[src/rtl/digit_word_assembler_if.sv]
// Bundle for the serial digit stream entering the assembler and the parallel
// word, framing status and error count leaving it.
interface digit_word_assembler_if #(
    parameter int WORD_BITS = 36,
    parameter int ERR_W     = 8
);
    logic [WORD_BITS-1:0] digit_pulse;
    logic                 serial_in;
    logic [WORD_BITS-1:0] word_out;
    logic                 word_valid;
    logic [5:0]           digit_index;
    logic                 locked;
    logic                 sync_err;
    logic [ERR_W-1:0]     err_count;

    // Digit source / monitor side
    modport master (
        output digit_pulse, serial_in,
        input  word_out, word_valid, digit_index, locked, sync_err, err_count
    );

    // Assembler side
    modport slave (
        input  digit_pulse, serial_in,
        output word_out, word_valid, digit_index, locked, sync_err, err_count
    );
endinterface

[src/rtl/digit_word_assembler.sv]
// Assembles serial bits tagged by a one-hot digit pulse train into parallel
// words, checking that the digits arrive in strict 0..WORD_BITS-1 order.
module digit_word_assembler #(
    parameter int WORD_BITS = 36,
    parameter int MSB_FIRST = 0,
    parameter int ERR_W     = 8
) (
    input logic                   clk,
    input logic                   rst,
    digit_word_assembler_if.slave bus
);
    localparam int                   IDX_W      = 6;
    localparam logic [IDX_W-1:0]     LAST_DIGIT = IDX_W'(WORD_BITS - 1);
    localparam logic [WORD_BITS-1:0] ONE        = WORD_BITS'(1);

    typedef enum logic {HUNT, RUN} state_t;

    state_t               state_q;
    logic [IDX_W-1:0]     expDigit_q;
    logic [IDX_W-1:0]     digitIndex_q;
    logic [WORD_BITS-1:0] shift_q;
    logic [WORD_BITS-1:0] word_q;
    logic                 wordValid_q;
    logic                 syncErr_q;
    logic [ERR_W-1:0]     errCount_q;

    logic [WORD_BITS-1:0] expOnehot;
    logic                 isMatch;
    logic                 isStart;
    logic [IDX_W-1:0]     capPos;
    logic [WORD_BITS-1:0] capMask;
    logic [WORD_BITS-1:0] startMask;
    logic [WORD_BITS-1:0] shift_d;

    // Digit 0 always begins from a cleared register so nothing from an earlier word survives
    always_comb begin
        expOnehot = ONE << expDigit_q;
        isMatch   = (bus.digit_pulse == expOnehot);
        isStart   = (bus.digit_pulse == ONE);
        capPos    = (MSB_FIRST != 0) ? (LAST_DIGIT - expDigit_q) : expDigit_q;
        capMask   = bus.serial_in ? (ONE << capPos) : '0;
        startMask = bus.serial_in ? ((MSB_FIRST != 0) ? (ONE << LAST_DIGIT) : ONE) : '0;
        shift_d   = ((expDigit_q == '0) ? '0 : shift_q) | capMask;
    end

    always_ff @(posedge clk or posedge rst) begin
        if (rst) begin
            state_q      <= HUNT;
            expDigit_q   <= '0;
            digitIndex_q <= '0;
            shift_q      <= '0;
            word_q       <= '0;
            wordValid_q  <= 1'b0;
            syncErr_q    <= 1'b0;
            errCount_q   <= '0;
        end else begin
            wordValid_q <= 1'b0;
            syncErr_q   <= 1'b0;
            case (state_q)
                HUNT: begin
                    if (isStart) begin
                        shift_q      <= startMask;
                        expDigit_q   <= IDX_W'(1);
                        digitIndex_q <= '0;
                        state_q      <= RUN;
                    end
                end
                RUN: begin
                    if (isMatch) begin
                        digitIndex_q <= expDigit_q;
                        if (expDigit_q == LAST_DIGIT) begin
                            word_q      <= shift_d;
                            wordValid_q <= 1'b1;
                            expDigit_q  <= '0;
                        end else begin
                            shift_q    <= shift_d;
                            expDigit_q <= expDigit_q + IDX_W'(1);
                        end
                    end else begin
                        // A misplaced digit 0 is treated as the start of a fresh word
                        syncErr_q    <= 1'b1;
                        digitIndex_q <= '0;
                        if (errCount_q != '1) begin
                            errCount_q <= errCount_q + ERR_W'(1);
                        end
                        if (isStart) begin
                            shift_q    <= startMask;
                            expDigit_q <= IDX_W'(1);
                        end else begin
                            shift_q    <= '0;
                            expDigit_q <= '0;
                            state_q    <= HUNT;
                        end
                    end
                end
            endcase
        end
    end

    assign bus.word_out    = word_q;
    assign bus.word_valid  = wordValid_q;
    assign bus.digit_index = digitIndex_q;
    assign bus.locked      = (state_q == RUN);
    assign bus.sync_err    = syncErr_q;
    assign bus.err_count   = errCount_q;
endmodule
[src/flat_wrapper.sv]
// flat-port wrapper written by rule: the top's interface ports become plain ports
module digit_word_assembler_flat 
#(
    parameter int WORD_BITS = 36,
    parameter int MSB_FIRST = 0,
    parameter int ERR_W     = 8
)
  (clk, rst, bus_digit_pulse, bus_serial_in, bus_word_out, bus_word_valid, bus_digit_index, bus_locked, bus_sync_err, bus_err_count);
  digit_word_assembler_if #(.WORD_BITS(WORD_BITS), .ERR_W(ERR_W)) bus_i ();
  input logic clk;
  input logic rst;
  input wire logic [$bits(bus_i.digit_pulse)-1:0] bus_digit_pulse;
  input wire logic [$bits(bus_i.serial_in)-1:0] bus_serial_in;
  output wire logic [$bits(bus_i.word_out)-1:0] bus_word_out;
  output wire logic [$bits(bus_i.word_valid)-1:0] bus_word_valid;
  output wire logic [$bits(bus_i.digit_index)-1:0] bus_digit_index;
  output wire logic [$bits(bus_i.locked)-1:0] bus_locked;
  output wire logic [$bits(bus_i.sync_err)-1:0] bus_sync_err;
  output wire logic [$bits(bus_i.err_count)-1:0] bus_err_count;
  assign bus_i.digit_pulse = bus_digit_pulse;
  assign bus_i.serial_in = bus_serial_in;
  assign bus_word_out = bus_i.word_out;
  assign bus_word_valid = bus_i.word_valid;
  assign bus_digit_index = bus_i.digit_index;
  assign bus_locked = bus_i.locked;
  assign bus_sync_err = bus_i.sync_err;
  assign bus_err_count = bus_i.err_count;
  digit_word_assembler #(.WORD_BITS(WORD_BITS), .MSB_FIRST(MSB_FIRST), .ERR_W(ERR_W)) u_core (.clk(clk), .rst(rst), .bus(bus_i));
endmodule
[config.mk]
export PLATFORM = sky130hd
export DESIGN_NAME = digit_word_assembler_flat
export DESIGN_NICKNAME = d
export VERILOG_FILES = /design/src/rtl/digit_word_assembler_if.sv /design/src/rtl/digit_word_assembler.sv /design/src/flat_wrapper.sv
export SDC_FILE = /design/constraint.sdc
export NUM_CORES = 1
export LEC_CHECK = 0
export CAP_MARGIN = 20
export CORE_MARGIN = 5
export CORE_UTILIZATION = 35
export CTS_BUF_LIST = sky130_fd_sc_hd__clkbuf_8
export DETAILED_ROUTE_END_ITERATION = 16
export GPL_ROUTABILITY_DRIVEN = 0
export PLACE_DENSITY = 0.55
export SETUP_SLACK_MARGIN = 0.5
export SYNTH_ARGS = -nofsm -noshare
export SYNTH_HDL_FRONTEND = slang
export SYNTH_SLANG_ARGS = --single-unit
[constraint.sdc]
create_clock -name clk -period 8 [get_ports clk]
set_input_delay 1.6 -clock clk [delete_from_list [all_inputs] [get_ports clk]]
set_output_delay 1.6 -clock clk [all_outputs]
set_load 0.005 [all_outputs]
# == Yosys cells after proc, flatten, opt, wreduce, memory -nomap -nowiden ==
# Index checks and enable logic that the tools add are counted.
# totals
ff_bits,95
wordCells,48
out_inout_bits,53
input_bits,39
# classes
eq_ne,6
n_addsub,2
muxes,24
shifts,1
n_bitwise,3
reduce_logical,4
# op_table
cell,n
2-to-1 mux 36 bit,6
case mux 36 bit (2 select lines),1
equality test 36 x 1 -> 1 bit (second input constant),1
equality test 36 bit,1
bitwise OR 36 bit,1
<< shifter 1 x 6 -> 36 bit (first input constant),1
2-to-1 mux 6 bit,5
case mux 6 bit (2 select lines),2
2-to-1 mux 1 bit,9
adder 8 x 1 -> 8 bit (second input constant),1
!= test 8 bit (second input constant),1
adder 6 x 1 -> 6 bit (second input constant),1
equality test 6 bit (second input constant),1
logical NOT 6 bit,1
AND reduction 3 bit,2
!= test 3 bit (second input constant),1
!= test 2 x 1 -> 1 bit (second input constant),1
inverter 1 bit,2
case mux 1 bit (2 select lines),1
AND reduction 2 bit,1

# == Longest topological paths before layout ==
# Gate-level depths: netlist of the first run.
# depth
ltp_word,6
ltp_mapped,17
mapped_depth_nobuf,10

# == Worst setup path before layout of the first run ==
# No wires, ideal clock.
# synth_timing
path_type,input -> register
from,input bus_digit_pulse[32]
to,register u_core.shift_q[2]
setup_ns,0.121
t_required_ns,7.879
path_stages,11
arrival_time_ns,3.500
slack_ns,4.379
path_buffers,4
path_cell_list,or3_1 -> and4b_1 -> o2111a_1 -> and4_4 -> buf_6 -> and3_1 -> buf_6 -> a31o_4 -> buf_6 -> buf_6 -> a22o_1
# synth_via
elab_chain_len,3
word_cells_on_any_way,7
classes_between,eq/ne: 4; mux: 2; reduce/logical: 1
# synth_lines
item,line,text
"start, declared",flat_wrapper.sv:12,input wire logic [$bits(bus_i.digit_pulse)-1:0] bus_digit_pulse;
equality test 36 bit / equality test 36 x 1 -> 1 bit (equally long branches),"digit_word_assembler.sv:38, digit_word_assembler.sv:39",
2-to-1 mux 36 bit (tied with other cells),digit_word_assembler.sv:69,if (isMatch) begin
case mux 36 bit (2 select lines) / AND reduction 2 bit (equally long branches),n/a,
"end signal, assigned",digit_word_assembler.sv:62,shift_q <= startMask;
"end signal, assigned",digit_word_assembler.sv:76,shift_q <= shift_d;
"end signal, assigned",digit_word_assembler.sv:87,shift_q <= startMask;
"end, declared",digit_word_assembler.sv:21,logic [WORD_BITS-1:0] shift_q;
# Several ways; a longest one is shown, not always the timed one.
# A chain may end at the register's enable or synchronous reset.

# == Final worst setup path of the first run ==
# layout_timing
from,input bus_digit_pulse[7]
to,register u_core.shift_q[11]
# Same word-level chain as after synthesis.

==> metrics.sh, run 1 <==
FINALCLOCKSKEW_NS=0.0189
CRITICAL_PATH.MAX_STAGE_DELAY_NS=0.50
WL_PER_CELL_UM=19.1
CP_TOP_FAMILY='simple AND/OR/NAND/NOR gates'
CELL_AREA_AFTER_SYNTHESIS_UM2=5200
GRT_MAX_DEGREE=73
GRT_USE_TOTAL_PCT=17.8
SYNTH-SEQ-CELLS=95
CTS.CLK_SLEW.WORST_PATHS_NS=0.09
SYNTH.AREA.TOP_CELLS='sky130_fd_sc_hd__dfrtp_1 (46%), sky130_fd_sc_hd__o21ai_0 (5.0%), sky130_fd_sc_hd__nand2_1 (4.3%)'
POST-SYNTH-TOP-AREA-FRACTION_PCT=45.7
END_KIND='register'
INSERTION_DELAY_NS=0.38
CTS.PATH.MAX_BUFFERS=2
TIMING.FINAL.HOLD_VIOLATIONS=0
NNETSFINAL=666
FINALMAXSLEWVIOLATIONS=0
SYNTH_NETS=601
POWER.DENSITY_CELL_AREA_nW_PER_UM2=137
CTS_MAX_LEVEL=3
WORST_EP_ARRIVAL_TIME_NS=4.52
CRITICAL_PATH.STARTPOINT_TYPE='input pin'
INITIAL_UTILIZATION_PCT=35.8
NUMPLACEDINSTANCES=793
ASYNC_RESET_FF_SHARE_PCT=100
SUM_NEG_SETUP_SLACK_NS=0
CTS_BUF_COUNT=9
YS_TOP_CELLS_BY_COUNT='sky130_fd_sc_hd__dfrtp_1 (95), sky130_fd_sc_hd__nand2_1 (59), sky130_fd_sc_hd__o21ai_0 (52), sky130_fd_sc_hd__nor2_1 (42), sky130_fd_sc_hd__clkbuf_1 (24)'
SYNTH-EDFF-COUNT=0
CLOCK_TREE_FROM_TRITONCTS='yes'
VIAS_PER_CELL=5.77
LAYOUT.CORE_UTILIZATION_PCT=43.8
CTS_ROOT_BUF='sky130_fd_sc_hd__clkbuf_8'
POST_LAYOUT_NONFILLER_INSTANCES=809
DIE_AREA_UM2=17400
STATUS='completed'
SETUP-VIOLATIONS-FINAL=0
VIAS=4669
ANTENNADIODECOUNT=0
FIRST_ITER_VIOLATIONS=442
DP_HPWL_UM=11200
VDD_IR_DROP_MAX_mV=0.0885
SYNTH.MOST_COMMON_CELL='sky130_fd_sc_hd__dfrtp_1'
POST-CTS-SETUP-BUFFERS=0
WORST_PATH_MAX_DELAY_CELL='sky130_fd_sc_hd__clkdlybuf4s50_1'
GRT_FIRST_PASS_WIRELENGTH_UM=25100
CTS.HOLD.BUFFERS_ADDED=0
CP_NUM_BUF_INV=1
SYNTH_SEQUENTIAL_AREA_RATIO_PCT=45.7
CRITPATHKIND='input pin to register'
CORE.ROWCOUNT=44
GRT_SETUP_UNREPAIRED='no'
SYNTH_TOP_FLOP_CELL='sky130_fd_sc_hd__dfrtp_1'
DRTPASS1ITERATIONS=5
SYNTH_TOP_CELL_BY_AREA='sky130_fd_sc_hd__dfrtp_1'
PERIOD_SHARE_PCT=52.6
ROUTED_WIRELENGTH_UM=15500
GRT.OVERFLOW.TOTAL=0
FINAL_ANTENNA_NET_COUNT=0
DRIVE_ABOVE_1_SHARE_PCT=4.80
POST_SYNTH_NUM_CELL_TYPES=64
TIMING.SLEW.HEADROOM_PCT=38.5
FLOORPLAN.DIE.HEIGHT_UM=132
FINALPOWER_mW=0.875
CTS_SINKS=95
WORSTPATHMAXFANOUT=34
SYNTHCELLS=555
WORST_EP_REQUIRED_TIME_NS=8.31
LEAST_MARGIN_PIN_SLEW_NS=0.919
AREA_OVERHEAD_OF_THE_LAYOUT_RELATIVE_TO_SYNTHESIS_PCT=22.4
PORT-BUFFER-COUNT=91
POST_CTS_RESIZED=0
DPL_CELL_AREA_UM2=6160
ANTENNA_FOUND_INITIAL=0
REMAINING_DRC_ERRORS=0
COREAREA_UM2=14500
YOSYS_WARNINGS=0
DIE_WIDTH_UM=132
TIMING.MAX_CAP.VIOLATIONS=0
POWER_LEAKAGE_nW=2.49
HOLD_PATH.CLASS='register to register'
FIRST_GLOBAL_VIAS=4557
MAX_CLOCK_FREQ_MHz=238
DESIGN_AREA_UM2=6370
NUM_IO_PINS=92
CELL_BY_CELL_TRACE_OF_THE_CRITICAL_PATH='clkdlybuf4s50_1 -> or3b_1 -> nand4_1 -> nand4_1 -> nor4_1 -> and3_1 -> and3_1 -> a31o_4 -> a22o_1'
SYNTHESIS.AREA_PER_INSTANCE_UM2=9.38
LAYOUT_MIN_CYCLE_TIME_NS=4.21
## logic make-up (layout without fill, tap and decap cells)
logic type	count (synthesis)	in the layout	share of synthesized area, %
buf+inv	51	121	4.90
fa+ha+maj	7	7	1.68
compound gates	164	164	21.8
simple gates	224	224	23.4
flops	95	95	45.7
xor+xnor	10	10	1.68
mux	4	4	0.793
## where the power goes
part | internal, mW | total, mW | switching, mW
Sequential | 0.480 | 0.480 | 0.0000000000707
Clock | 0.174 | 0.345 | 0.171
Combinational | 0.0239 | 0.0503 | 0.0264
## worst register-to-register path, stage by stage (launching register included)
cell and delay (ns):
sky130_fd_sc_hd__dfrtp_1 0.72, sky130_fd_sc_hd__nor2_1 0.86, sky130_fd_sc_hd__o2bb2ai_1 0.19, sky130_fd_sc_hd__nand4_1 0.15, sky130_fd_sc_hd__nor4_1 0.36, sky130_fd_sc_hd__and3_1 0.29
sky130_fd_sc_hd__and3_1 0.45, sky130_fd_sc_hd__a31o_4 0.48, sky130_fd_sc_hd__a22o_1 0.22
## through the flow
stage | hold WS [ns] | setup slack, ns
floorplan | 0.451 | 3.92
global placement | 0.461 | 3.48
detailed placement | 0.472 | 3.42
CTS | 0.493 | 3.82
global route | 0.505 | 3.63
finish | 0.486 | 3.79
## flip-flops by register name (all words and copies together) (netlist names)
register / cells
u_core.bus.locked: 1
u_core.shift_q: 36
u_core.bus.err_count: 8
u_core.bus.word_valid: 1
u_core.bus.word_out: 36
u_core.capPos: 6
u_core.bus.digit_index: 6
u_core.bus.sync_err: 1
## area by class of cell
type	instances	area, um^2
timing repair buffer	95	941
clock inverter	7	88.8
fill	1449	8160
inverter	10	38.8
tap	184	230
sequential	95	2380
multi-input combinational	409	2570
clock buffer	9	124
## placed cells by master (no fill, tap or decap), drive strengths merged, types with 6 or more instances in the layout
| cell type | n |
|---|---|
| clkbuf | 9 |
| a32oi | 6 |
| nor3 | 14 |
| nand4 | 14 |
| o2bb2ai | 17 |
| nor2 | 42 |
| nand2b | 8 |
| a22oi | 15 |
| and3 | 6 |
| dfrtp | 95 |
| a22o | 22 |
| o21ai | 52 |
| nor2b | 9 |
| a21oi | 21 |
| nor3b | 6 |
| xnor2 | 8 |
| nand2 | 59 |
| inv | 10 |
| nand3 | 17 |
| nor4 | 9 |
| clkdlybuf4s50 | 91 |
| ha | 7 |
| or3b | 6 |
| nand3b | 6 |
## final timing paths
check | start | end | slack, ns | cells past startpoint
worst min-delay path | u_core.bus.word_out[25] | u_core.bus.word_out[25] | 0.49 | 2
max in group asynchronous | rst | u_core.bus.word_out[21] | 5.24 | 3
worst min register to register | u_core.bus.word_out[25] | u_core.bus.word_out[25] | 0.49 | 2
min in group asynchronous | rst | u_core.bus.word_out[14] | 1.59 | 2
worst max-delay path | bus_digit_pulse[7] | u_core.shift_q[11] | 3.79 | 9
worst max register to register | u_core.capPos[4] | u_core.shift_q[11] | 4.22 | 8
## metal layers
metal | share of wire (%) | vias up | routed length (um) | GRT usage, %
met5 | 0 | - | 0 | 0
met4 | 3.3 | 0 | 511 | 7.31
met3 | 7.2 | 42 | 1120 | 4.43
met2 | 43 | 196 | 6700 | 25.6
met1 | 46 | 2237 | 7140 | 25.4
li1 | - | 2194 | - | -
No activity file was read; power rests on OpenSTA's default activity.
==> run 2, diff against run 1 <==
PLACE_DENSITY = 0.57   (was 0.55)
clock period = 3.8 ns   (was 8 ns; I/O delays follow)
==> run 2 against run 1 <==
  * Wire length grew 2.2%
  * Utilization up 1.7 points
  * Sequential power increased by 110%
  * Non-clock buffer count increased by 27
  * Flip-flop and latch count stayed put
  * Worst setup slack worse by 3.2 ns
  * Clock power is 95% higher
  * First-iteration DRC count down 24%
  * Count of clock-buffer cells in the layout is 2 higher
  * Critical endpoint is now u_core.bus.err_count[4]
  * Largest power group unchanged
  * Highest routed layer unchanged
==> metrics.sh, run 2 (synthesized netlist as in run 1, its figures left out) <==
STATUS='completed'
LAYOUT_MIN_CYCLE_TIME_NS=3.22
TIMING.FINAL.HOLD_VIOLATIONS=0  # unchanged
POST_LAYOUT_NONFILLER_INSTANCES=836  # +3.3%
AREA_OVERHEAD_OF_THE_LAYOUT_RELATIVE_TO_SYNTHESIS_PCT=27.2
CTS_BUF_COUNT=9  # unchanged
DIE_WIDTH_UM=132  # unchanged
MOSTFREQUENTLAYOUTCELLS='sky130_fd_sc_hd__clkdlybuf4s50_1 (91), sky130_fd_sc_hd__dfrtp_1 (90), sky130_fd_sc_hd__nand2_1 (59), sky130_fd_sc_hd__o21ai_0 (52), sky130_fd_sc_hd__nor2_1 (42)'
PERIOD_SHARE_PCT=84.9
DPL_CELL_AREA_UM2=6360  # +3.3%
FINALMAXSLEWVIOLATIONS=0  # unchanged
TIMING.MAX_CAP.VIOLATIONS=0  # unchanged
WL_PER_CELL_UM=18.9  # -1.1%
GRT_USE_TOTAL_PCT=17.8  # +0.075 points
TIMING.SLEW.HEADROOM_PCT=25.9  # -13 points
FINALCLOCKSKEW_NS=0.0127  # -0.00620 ns
DRTPASS1ITERATIONS=5  # unchanged
CTS_MAX_LEVEL=3  # unchanged
SUM_NEG_SETUP_SLACK_NS=0  # unchanged
HOLDWS_NS=0.481  # -0.00497 ns
LAYOUT.CORE_UTILIZATION_PCT=45.6  # +1.7 points
END_KIND='register'
SETUP-VIOLATIONS-FINAL=0  # unchanged
CRITPATHKIND='register to register'
CTS.PATH.MAX_BUFFERS=2  # unchanged
VIAS=4788  # +2.5%
NUM_IO_PINS=92  # unchanged
FIRST_ITER_VIOLATIONS=336  # -24%
POWER_LEAKAGE_nW=2.62  # +5.5%
GRT.OVERFLOW.TOTAL=0  # unchanged
FINALPOWER_mW=1.79  # +100%
ANTENNADIODECOUNT=0  # unchanged
DIE_AREA_UM2=17400  # unchanged
CORE.ROWCOUNT=44  # unchanged
CTS_ROOT_BUF='sky130_fd_sc_hd__clkbuf_8'
FLOORPLAN.DIE.HEIGHT_UM=132  # unchanged
PORT-BUFFER-COUNT=91  # unchanged
NUMPLACEDINSTANCES=818  # +3.2%
WORSTPATHMAXFANOUT=7  # -79%
FIN_WS_NS=0.575  # -3.22 ns
HOLD_PATH_DEPTH=2  # unchanged
FINAL_ANTENNA_NET_COUNT=0  # unchanged
CRITICAL_PATH.STARTPOINT_TYPE='register'
VIAS_PER_CELL=5.73  # -0.76%
CLOCK_TREE_FROM_TRITONCTS='yes'
GRT_FIRST_PASS_WIRELENGTH_UM=25400  # +1.4%
R2R_SLACK_NS=0.58  # -3.64 ns
GRT_MAX_DEGREE=96  # +32%
TIMING.REG2REG.WORST_PATH_DEPTH=11  # +3
WORST_EP_ARRIVAL_TIME_NS=3.51  # -1.01 ns
POWER.DENSITY_CELL_AREA_nW_PER_UM2=271  # +97%
LEAST_MARGIN_PIN_SLEW_NS=1.11  # +0.188 ns
ANTENNA_FOUND_INITIAL=0  # unchanged
GRT_SETUP_UNREPAIRED='yes'
MOSTFREQUENTLAYOUTCELL='sky130_fd_sc_hd__clkdlybuf4s50_1'
VDD_IR_DROP_MAX_mV=0.218  # +150%
DRIVE_ABOVE_1_SHARE_PCT=10.6  # +5.8 points
DESIGN_AREA_UM2=6620  # +3.9%
COREAREA_UM2=14500  # unchanged
FIRST_GLOBAL_VIAS=4767  # +4.6%
WORST_EP_REQUIRED_TIME_NS=4.09  # -4.22 ns
HOLD_PATH.STARTPOINT='u_core.bus.word_out[8]'
INSERTION_DELAY_NS=0.38  # about the same
PRE_CTS_WS_NS=0.238  # -3.18 ns
WHS_ENDPOINT='u_core.bus.word_out[8]'
NNETSFINAL=694  # +4.2%
MAX_CLOCK_FREQ_MHz=310
CTS_SINKS=95  # unchanged
ROUTED_WIRELENGTH_UM=15800  # +2.2%
DP_HPWL_UM=11700  # +4.1%
R2R-START='u_core.capPos[0]'
REMAINING_DRC_ERRORS=0  # unchanged
INITIAL_UTILIZATION_PCT=35.8  # unchanged
HOLD_PATH.CLASS='register to register'
CAPTURE_INSTANCE_OF_THE_WORST_REGISTER_TO_REGISTER_PATH='u_core.bus.err_count[4]'
CTS.CLK_SLEW.WORST_PATHS_NS=0.08  # about the same
[run 2: timing repair]
item                                    CTS  global route
hold buffers                              0             0
gates cloned                              0             1
endpoints found under the setup margin   27            67
buffers inserted                          0             2
resized for setup                         4            12
pin swaps                                 0             1
[run 2: final cells by class]
class,instances,area (um^2)
clock buffer,11,151
clock inverter,4,46.3
fill,1455,7910
inverter,10,41.3
multi-input combinational,410,2610
sequential,95,2380
tap,184,230
timing repair buffer,122,1160
[run 2: report_power, final]
group          total [mW]  leakage, nW  internal (mW)  switching [mW]
registers            1.01         1.31           1.01  0.000000000157
clock network       0.673        0.108          0.335           0.339
logic               0.109         1.20         0.0526          0.0561
total                1.79         2.62           1.40           0.395
[run 2: per-layer routing]
| layer | routed length, um | vias to the layer above | track usage (%) |
|---|---|---|---|
| li1 | - | 2253 | - |
| met2 | 7270 | 198 | 27.3 |
| met1 | 7000 | 2308 | 24.5 |
| met4 | 427 | 0 | 6.23 |
| met5 | 0 | - | 0 |
| met3 | 1110 | 29 | 4.69 |
[run 2: worst max-delay path by stage]
stage / startpoint / end / slack [ns] / depth (start not counted)
floorplan: rst / u_core.bus.digit_index[0] / 0.56 / 1
global placement: bus_digit_pulse[7] / u_core.shift_q[26] / 0.29 / 9
detailed placement: bus_digit_pulse[7] / u_core.shift_q[29] / 0.24 / 9
CTS: u_core.capPos[1] / u_core.bus.err_count[4] / 0.49 / 10
global route: u_core.capPos[0] / u_core.bus.err_count[4] / 0.43 / 11
finish: u_core.capPos[0] / u_core.bus.err_count[4] / 0.58 / 11
[run 2: critical path, stage by stage (launching register included)]
cell and delay, ns:
sky130_fd_sc_hd__dfrtp_2 0.46, sky130_fd_sc_hd__inv_4 0.09, sky130_fd_sc_hd__ha_4 0.17, sky130_fd_sc_hd__or3b_4 0.41, sky130_fd_sc_hd__or3_1 0.30, sky130_fd_sc_hd__and4b_1 0.20, sky130_fd_sc_hd__o2111a_1 0.11, sky130_fd_sc_hd__and4_4 0.22
sky130_fd_sc_hd__and3_2 0.25, sky130_fd_sc_hd__buf_4 0.18, sky130_fd_sc_hd__or4b_1 0.54, sky130_fd_sc_hd__xnor2_1 0.19
